--- config.mk ---
export PLATFORM = sky130hd
export DESIGN_NAME = vga_mem_arbiter
export DESIGN_NICKNAME = d
export VERILOG_FILES = /design/src/rtl/vga_mem_arbiter.sv
export SDC_FILE = /design/constraint.sdc
export NUM_CORES = 1
export LEC_CHECK = 0
export CORE_UTILIZATION = 55
export CTS_CLUSTER_DIAMETER = 100
export DETAILED_ROUTE_END_ITERATION = 12
export GPL_ROUTABILITY_DRIVEN = 0
export PLACE_DENSITY = 0.78
export RECOVER_POWER = 50
export SLEW_MARGIN = 25
export SYNTH_ARGS = -nofsm -noshare
export SYNTH_HDL_FRONTEND = slang
export SYNTH_SLANG_ARGS = --single-unit
export TNS_END_PERCENT = 1
--- constraint.sdc ---
create_clock -name clk_pll -period 11.8 [get_ports clk_pll]
set_clock_uncertainty 0.2 [all_clocks]
set_input_delay 2.95 -clock clk_pll [delete_from_list [all_inputs] [get_ports clk_pll]]
set_output_delay 2.95 -clock clk_pll [all_outputs]
set_load 0.005 [all_outputs]
--- src/rtl/vga_mem_arbiter.sv ---
// Pixel-memory arbiter: display reads take strict priority, host writes queue in a FIFO.
// Optional stall statistics are enabled by defining VGA_ARB_STATS_EN.
module vga_mem_arbiter #(
  parameter int unsigned ADDR_W     = 19,
  parameter int unsigned DATA_W     = 16,
  parameter int unsigned FIFO_DEPTH = 8,
  parameter int unsigned RD_LAT     = 1
) (
  input  logic                          clk_pll,
  input  logic                          rst,
  input  logic                          disp_req,
  input  logic [ADDR_W-1:0]             disp_addr,
  output logic                          disp_valid,
  output logic [DATA_W-1:0]             disp_data,
  input  logic                          wr_valid,
  output logic                          wr_ready,
  input  logic [ADDR_W-1:0]             wr_addr,
  input  logic [DATA_W-1:0]             wr_data,
  output logic                          mem_en,
  output logic                          mem_we,
  output logic [ADDR_W-1:0]             mem_addr,
  output logic [DATA_W-1:0]             mem_wdata,
  input  logic [DATA_W-1:0]             mem_rdata,
  output logic [$clog2(FIFO_DEPTH):0]   fifo_level,
  output logic [15:0]                   stall_cnt,
  input  logic                          frame_start
);

  localparam int unsigned PtrW = $clog2(FIFO_DEPTH);
  localparam logic [PtrW:0] LevelFull = (PtrW + 1)'(FIFO_DEPTH);

  typedef enum logic [1:0] {StIdle, StDisp, StHost} state_e;
  state_e state_q, state_d;

  logic [ADDR_W-1:0] fifo_addr_q [FIFO_DEPTH];
  logic [DATA_W-1:0] fifo_data_q [FIFO_DEPTH];
  logic [PtrW-1:0]   wr_ptr_q, rd_ptr_q;
  logic [PtrW:0]     level_q;
  logic              push, pop, full, empty;

  logic              mem_en_q, mem_we_q;
  logic [ADDR_W-1:0] mem_addr_q;
  logic [DATA_W-1:0] mem_wdata_q;

  logic [RD_LAT-1:0] rd_pipe_q;
  logic [RD_LAT:0]   rd_shift;
  logic              disp_valid_q;
  logic [DATA_W-1:0] disp_data_q;

  assign full     = (level_q == LevelFull);
  assign empty    = (level_q == '0);
  assign wr_ready = !rst && !full;
  assign push     = wr_valid && wr_ready;

  always_comb begin
    state_d = StIdle;
    pop     = 1'b0;
    if (disp_req) begin
      state_d = StDisp;
    end else if (!empty) begin
      state_d = StHost;
      pop     = 1'b1;
    end
  end

  always_ff @(posedge clk_pll or posedge rst) begin
    if (rst) begin
      state_q <= StIdle;
    end else begin
      state_q <= state_d;
    end
  end

  // Bus is registered from the decision, so it shows this cycle's choice next cycle.
  always_ff @(posedge clk_pll or posedge rst) begin
    if (rst) begin
      mem_en_q    <= 1'b0;
      mem_we_q    <= 1'b0;
      mem_addr_q  <= '0;
      mem_wdata_q <= '0;
    end else begin
      unique case (state_d)
        StDisp: begin
          mem_en_q   <= 1'b1;
          mem_we_q   <= 1'b0;
          mem_addr_q <= disp_addr;
        end
        StHost: begin
          mem_en_q    <= 1'b1;
          mem_we_q    <= 1'b1;
          mem_addr_q  <= fifo_addr_q[rd_ptr_q];
          mem_wdata_q <= fifo_data_q[rd_ptr_q];
        end
        default: begin
          mem_en_q <= 1'b0;
          mem_we_q <= 1'b0;
        end
      endcase
    end
  end

  // Storage needs no reset: the pointers and level define what is valid.
  always_ff @(posedge clk_pll) begin
    if (push) begin
      fifo_addr_q[wr_ptr_q] <= wr_addr;
      fifo_data_q[wr_ptr_q] <= wr_data;
    end
  end

  always_ff @(posedge clk_pll or posedge rst) begin
    if (rst) begin
      wr_ptr_q <= '0;
      rd_ptr_q <= '0;
      level_q  <= '0;
    end else begin
      if (push) wr_ptr_q <= wr_ptr_q + PtrW'(1);
      if (pop)  rd_ptr_q <= rd_ptr_q + PtrW'(1);
      unique case ({push, pop})
        2'b10:   level_q <= level_q + (PtrW + 1)'(1);
        2'b01:   level_q <= level_q - (PtrW + 1)'(1);
        default: level_q <= level_q;
      endcase
    end
  end

  // Read-valid pipeline matched to memory latency; top tap marks mem_rdata valid.
  assign rd_shift = {rd_pipe_q, mem_en_q && !mem_we_q};

  always_ff @(posedge clk_pll or posedge rst) begin
    if (rst) begin
      rd_pipe_q    <= '0;
      disp_valid_q <= 1'b0;
      disp_data_q  <= '0;
    end else begin
      rd_pipe_q    <= rd_shift[RD_LAT-1:0];
      disp_valid_q <= rd_shift[RD_LAT];
      disp_data_q  <= rd_shift[RD_LAT] ? mem_rdata : '0;
    end
  end

`ifdef VGA_ARB_STATS_EN
  logic [15:0] stall_q;

  always_ff @(posedge clk_pll or posedge rst) begin
    if (rst) begin
      stall_q <= '0;
    end else if (frame_start) begin
      stall_q <= '0;
    end else if (wr_valid && !wr_ready && (stall_q != 16'hFFFF)) begin
      stall_q <= stall_q + 16'd1;
    end
  end

  assign stall_cnt = stall_q;
`else
  logic unused_frame_start;
  assign unused_frame_start = frame_start;
  assign stall_cnt          = '0;
`endif

  assign mem_en     = mem_en_q;
  assign mem_we     = mem_we_q;
  assign mem_addr   = mem_addr_q;
  assign mem_wdata  = mem_wdata_q;
  assign disp_valid = disp_valid_q;
  assign disp_data  = disp_data_q;
  assign fifo_level = level_q;

endmodule

==> results_dict.tcl, run 1 <==
set metrics [dict create \
    status "complete, but fails checks" \
    violations "capacitance limit, slew limit" \
    max_stage_delay_ns 0.58 \
    synthArstFlopShare_pct 18.84 \
    seqCellArea_um2 10040 \
    syn_area_um2 13130 \
    tightest_slew_ns 3.215 \
    r2r_slack_ns 6.92 \
    leakagePower_uw 0.005441 \
    worstSetupStartpointType "primary input" \
    multi_input_area_um2 2843 \
    synth-compound-area-share_pct 2.526 \
    final_area_um2 15900 \
    place_ws_ns 4.439 \
    die_w_um 156.5 \
    crit_buf_inv 2 \
    min_from "mem_we$_DFF_PP0_" \
    synth.area.mux_share_pct 14.93 \
    fp.dieH_um 156.5 \
    layout.cells.most_common_list "280 x edfxtp_1, 89 x clkdlybuf4s50_1, 70 x mux4_2" \
    synth-seq-cells 345 \
    relSlewSlack_pct -114.3 \
    synth.distinct_cells 34 \
    dr.pass1.iters 5 \
    seq_area_frac_synth_pct 76.45 \
    switching_share_pct 27.14 \
    wl_um 25940 \
    ant_nets 0 \
    finalCritPeriodShare_pct 64.31 \
    hold_buffers 0 \
    drv_slew 110 \
    postSynthCellCount 640 \
    track_usage_pct 22.12 \
    synth.area.top_cells "edfxtp_1 64%, dfrtp_1 12%, mux4_2 12%, mux2i_1 2.7%, a21oi_1 1.4%" \
    top_layer_used "met4" \
    synth-xor-area-share_pct 0.4004 \
    route.met2.wl_um 13080 \
    netlist.area_leader.share_pct 64.06 \
    port_buffers 132 \
    drive_gt1_share_pct 18.05 \
    p_switching_uw 973.9 \
    ir_drop_mv 0.1646 \
    fmax_mhz 131.8 \
    ios 150 \
    rr_startpoint "fifo_level[0]$_DFFE_PP0P_" \
    synth_fa_ha_area_share_pct 0.6292 \
    worstReg2RegEnd "fifo_level[3]$_DFFE_PP0P_" \
    cp_slowest_cell "clkdlybuf4s50_1" \
    worstSetupPathType "in -> out" \
    yosys_warnings 0 \
    placed_area_um2 14750 \
    p_seq_share_pct 45.4 \
    crit_family "buffers and inverters" \
    area_delta_synth_final_pct 21.17 \
    internal-power_uw 2615 \
    avgSynthCellArea_um2 20.51 \
    final.min_clock_period_ns 7.588 \
    dr_wl_met3_um 1923 \
    cts_buffers 36 \
    clkLatencyLatePin_ns 0.50 \
    cp-end-kind "primary output" \
    power_density_nw_per_um2 225.6 \
    tritoncts "yes" \
    cts_num_sinks 345 \
    pwr-share-clk_pct 29.7 \
    yosys.area_share.simple_pct 2.355 \
    final_util_pct 67.76 \
    cts-resized-gates 0 \
    cts-root-buf "clkbuf_16" \
    critPathMaxFanout 4 \
    dieArea_um2 24490 \
    grt_start_max_net_pins 72 \
    setup_violations 0 \
    required_ns 8.65 \
    dp_hpwl_um 14450 \
    clk_pin_slew_worst_paths_ns 0.06 \
    synth_top_family_by_area "multiplexers" \
    rsz0062_at_grt "false" \
    synth_edf_count 280 \
    m1WireLength_um 10530 \
    final_common_cell "edfxtp_1" \
    yosys.area.top_type "edfxtp_1" \
    ys.flop_type "edfxtp_1" \
    dr.first_iter.drc_count 488 \
    tns_ns 0 \
    gr-total-overflow 0 \
    antenna_found_initial 4 \
    path_cells "dlygate4sd3_1, a21oi_1, clkdlybuf4s50_1" \
    arrival_ns 4.44 \
    maxCapViolations 2 \
    pwr-share-comb_pct 24.9 \
    fin_nets 874 \
    fillerInstances 1497 \
    final_hold_viol_count 0 \
    grt_pass1_wl_um 39740 \
    coreArea_um2 23470 \
    whs_path_depth 1 \
    drc_errors 0 \
    cts_setup_buffers 0 \
    via_per_inst 5.701 \
    cts.path.max_buffers 3 \
    setup_slack_ns 4.212 \
    start_util_pct 55.92 \
    min_to "rd_pipe_q$_DFF_PP0_" \
    hp-class "reg -> reg" \
    drt-wirelength-per-cell_um 22.69 \
    row_count 56 \
    r2r_cells 8 \
    num_vias 6516 \
    grt_pass1_vias 7003 \
    htree_levels 2 \
]
==> area by class of cell <==
cell class                      instances  share of cell area, %
Clock inverter                          9                 0.4170
Timing Repair Buffer                  147                  9.095
Inverter                                7                 0.1731
Sequential cell                       345                  63.15
Tap cell                              319                  2.510
Multi-Input combinational cell        256                  17.87
Antenna cell                            4                0.06294
Clock buffer                           56                  6.719
==> worst max-delay path by stage <==
stage / startpoint / end / slack, ns / depth (start not counted)
after detailed placement: rst / wr_ready / 4.44 / 3
final: rst / wr_ready / 4.21 / 3
after global routing: rst / rd_ptr_q[2]$_DFFE_PP0P_ / 4.04 / 3
after global placement: rst / wr_ready / 4.46 / 3
after floorplan: rst / fifo_addr_q[0][0]$_DFFE_PP_ / 4.45 / 3
after CTS: rst / wr_ready / 4.44 / 3
==> flip-flops by register name (all words and copies together) (netlist names) <==
register / cells
mem_we: 1
rd_pipe_q: 1
wr_ptr_q: 3
disp_data: 16
mem_en: 1
rd_ptr_q: 3
mem_addr: 19
fifo_data_q: 128
fifo_level: 4
mem_wdata: 16
fifo_addr_q: 152
disp_valid: 1
==> per-stage QoR <==
stage          total power, µW  instances  hold slack, ns
2_1_floorplan             2217        655          0.2248
5_1_grt                   3750       1139          0.2522
3_3_place_gp              2514       1073          0.2147
4_1_cts                   3619       1138          0.2323
6_report                  3589       1143          0.2384
3_5_place_dp              2551       1073          0.2413
==> synth_stat cells (3+ instances only) <==
cell type / number
edfxtp_1: 280
mux4_2: 70
dfrtp_1: 65
a21oi_1: 36
mux2i_1: 36
buf_4: 19
nor2_1: 19
o22ai_1: 19
and2_1: 16
buf_2: 14
buf_6: 8
inv_1: 7
clkbuf_1: 6
nor3_1: 6
ha_1: 5
nand2_1: 5
xnor2_1: 4
nand2b_1: 3
nor4_1: 3
o21ai_0: 3
==> cell families after synthesis <==
logic type	Yosys count
flops	345
mux	108
compound gates	60
simple gates	60
buf+inv	54
fa+ha+maj	6
xor+xnor	6
other cells	1
==> layer usage <==
metal	global-route usage, %	vias to the layer above
li1	-	2854
met1	28.92	3356
met2	38.10	269
met3	4.597	37
met4	5.742	0
met5	0	-
==> power by group through the flow <==
stage	Clock, µW	Combinational [µW]	Sequential [µW]
floorplan	0	640	1580
global placement	0	840	1670
detailed placement	0	862	1690
CTS	1080	869	1670
global route	1130	971	1650
finish	1070	895	1630
No activity file was read; power rests on OpenSTA's default activity.
==> run 2: changes to the inputs <==
==> constraint.sdc (replaced) <==
create_clock -name clk_pll -period 7.7 [get_ports clk_pll]
set_clock_uncertainty 0.2 [all_clocks]
set_input_delay 1.925 -clock clk_pll [delete_from_list [all_inputs] [get_ports clk_pll]]
set_output_delay 1.925 -clock clk_pll [all_outputs]
set_load 0.005 [all_outputs]
==> results_dict.tcl, run 2 (synthesized netlist as in run 1, its figures left out) <==
set metrics [dict create \
    status "complete, but fails checks" \
    violations "capacitance limit, slew limit" \
    relSlewSlack_pct -96.21 \
    cts_setup_buffers 0 \
    clkLatencyLatePin_ns 0.51 \
    layout.cells.most_common_list "280 x edfxtp_1, 95 x clkdlybuf4s50_1, 70 x mux4_2" \
    final_hold_viol_count 0 \
    wl_um 25660 \
    hold_slack_ns 0.2557 \
    dieArea_um2 24490 \
    tightest_slew_ns 2.943 \
    setup_violations 0 \
    clk_pin_slew_worst_paths_ns 0.06 \
    largest_register_ff_count 152 \
    final_common_cell "edfxtp_1" \
    worstSetupStartpointType "primary input" \
    fp.dieH_um 156.5 \
    setup_slack_ns 1.641 \
    crit_end "fifo_level[3]$_DFFE_PP0P_" \
    r2r_slack_ns 2.96 \
    place_ws_ns 2.409 \
    path_cells "clkdlybuf4s50_1, nor2_4, clkbuf_1, ha_1, ha_1, a21oi_1, o21ai_0, o311ai_0" \
    worstReg2RegEnd "fifo_level[3]$_DFFE_PP0P_" \
    path_depth 8 \
    finalPower_uw 5446 \
    critPathLaunch "disp_req" \
    cts-resized-gates 0 \
    rsz0062_at_grt "false" \
    seqCellArea_um2 10040 \
    dr.pass1.iters 5 \
    antenna_found_initial 4 \
    track_usage_pct 22.02 \
    ios 150 \
    drive_gt1_share_pct 18.22 \
    port_buffers 132 \
    dr.first_iter.drc_count 555 \
    grt_start_max_net_pins 72 \
    leakagePower_uw 0.005403 \
    maxCapViolations 1 \
    die_w_um 156.5 \
    row_count 56 \
    via_per_inst 5.678 \
    crit_family "buffers and inverters" \
    num_vias 6479 \
    hold_buffers 0 \
    tns_ns 0 \
    fin_nets 872 \
    timing.critical_path.mode_cell "ha_1" \
    cts_num_sinks 345 \
    coreArea_um2 23470 \
    ir_drop_mv 0.2456 \
    multi_input_area_um2 2843 \
    r2r_cells 8 \
    drc_errors 0 \
    final.min_clock_period_ns 6.059 \
    grt_pass1_wl_um 39300 \
    crit_buf_inv 2 \
    final_area_um2 15850 \
    ant_nets 0 \
    drv_slew 57 \
    tritoncts "yes" \
    critPathMaxFanout 56 \
    cts.path.max_buffers 3 \
    area_delta_synth_final_pct 20.75 \
    start_util_pct 55.92 \
    min_from "mem_we$_DFF_PP0_" \
    worstSetupPathType "in -> reg" \
    hp-class "reg -> reg" \
    top_register "fifo_addr_q" \
    gr-total-overflow 0 \
    cp_slowest_cell "clkbuf_1" \
    fmax_mhz 165.0 \
    fillerInstances 1546 \
    cts_buffers 35 \
    power_density_nw_per_um2 343.6 \
    required_ns 7.87 \
    drt-wirelength-per-cell_um 22.49 \
    htree_levels 2 \
    cts-root-buf "clkbuf_16" \
    grt_pass1_vias 6965 \
    max_stage_delay_ns 2.08 \
    placed_area_um2 14750 \
    cp-end-kind "flop" \
    dp_hpwl_um 14310 \
    finalCritPeriodShare_pct 78.69 \
    arrival_ns 6.23 \
    rr_startpoint "fifo_level[0]$_DFFE_PP0P_" \
]
[run 2: report_power, final]
part / internal (µW) / switching, µW
combinational: 764 / 545
clock: 928 / 669
sequential: 2270 / 265
[run 2: layout make-up]
| class | count | area share, % |
|---|---|---|
| inverter | 7 | 0.1737 |
| sequential | 345 | 63.37 |
| multi-input combinational | 256 | 17.94 |
| clock buffer | 47 | 6.134 |
| antenna | 4 | 0.06316 |
| clock inverter | 17 | 0.8289 |
| tap | 319 | 2.518 |
| timing repair buffer | 146 | 8.976 |
[run 2: how the worst min path moves through the flow]
stage / end / cells past startpoint / slack, ns
after detailed placement: rd_pipe_q$_DFF_PP0_ / 1 / 0.25
after global placement: rd_pipe_q$_DFF_PP0_ / 1 / 0.22
after global routing: rd_pipe_q$_DFF_PP0_ / 1 / 0.27
after CTS: rd_pipe_q$_DFF_PP0_ / 1 / 0.26
after floorplan: disp_valid$_DFF_PP0_ / 0 / 0.22
final: rd_pipe_q$_DFF_PP0_ / 1 / 0.26
[run 2: worst reg2reg max path: cells and delay by family (launching register included)]
family          cells  cell delay [ns]
buf+inv             1             2.08
simple gates        2             0.22
compound gates      3             0.74
flops               1             0.47
fa+ha+maj           2             0.90
[run 2: stage by stage]
step | utilization (%) | cells
floorplan | - | 655
global placement | 62.82 | 1073
detailed placement | 62.82 | 1073
CTS | 67.52 | 1137
global route | 67.49 | 1138
finish | 67.52 | 1141
[run 2: routing by layer]
| metal | global-route usage (%) | part of all wire, % | vias up |
|---|---|---|---|
| li1 | - | - | 2842 |
| met1 | 28.90 | 41 | 3374 |
| met2 | 38.27 | 51 | 235 |
| met3 | 4.292 | 6.8 | 28 |
| met4 | 5.182 | 1.3 | 0 |
| met5 | 0 | 0 | - |
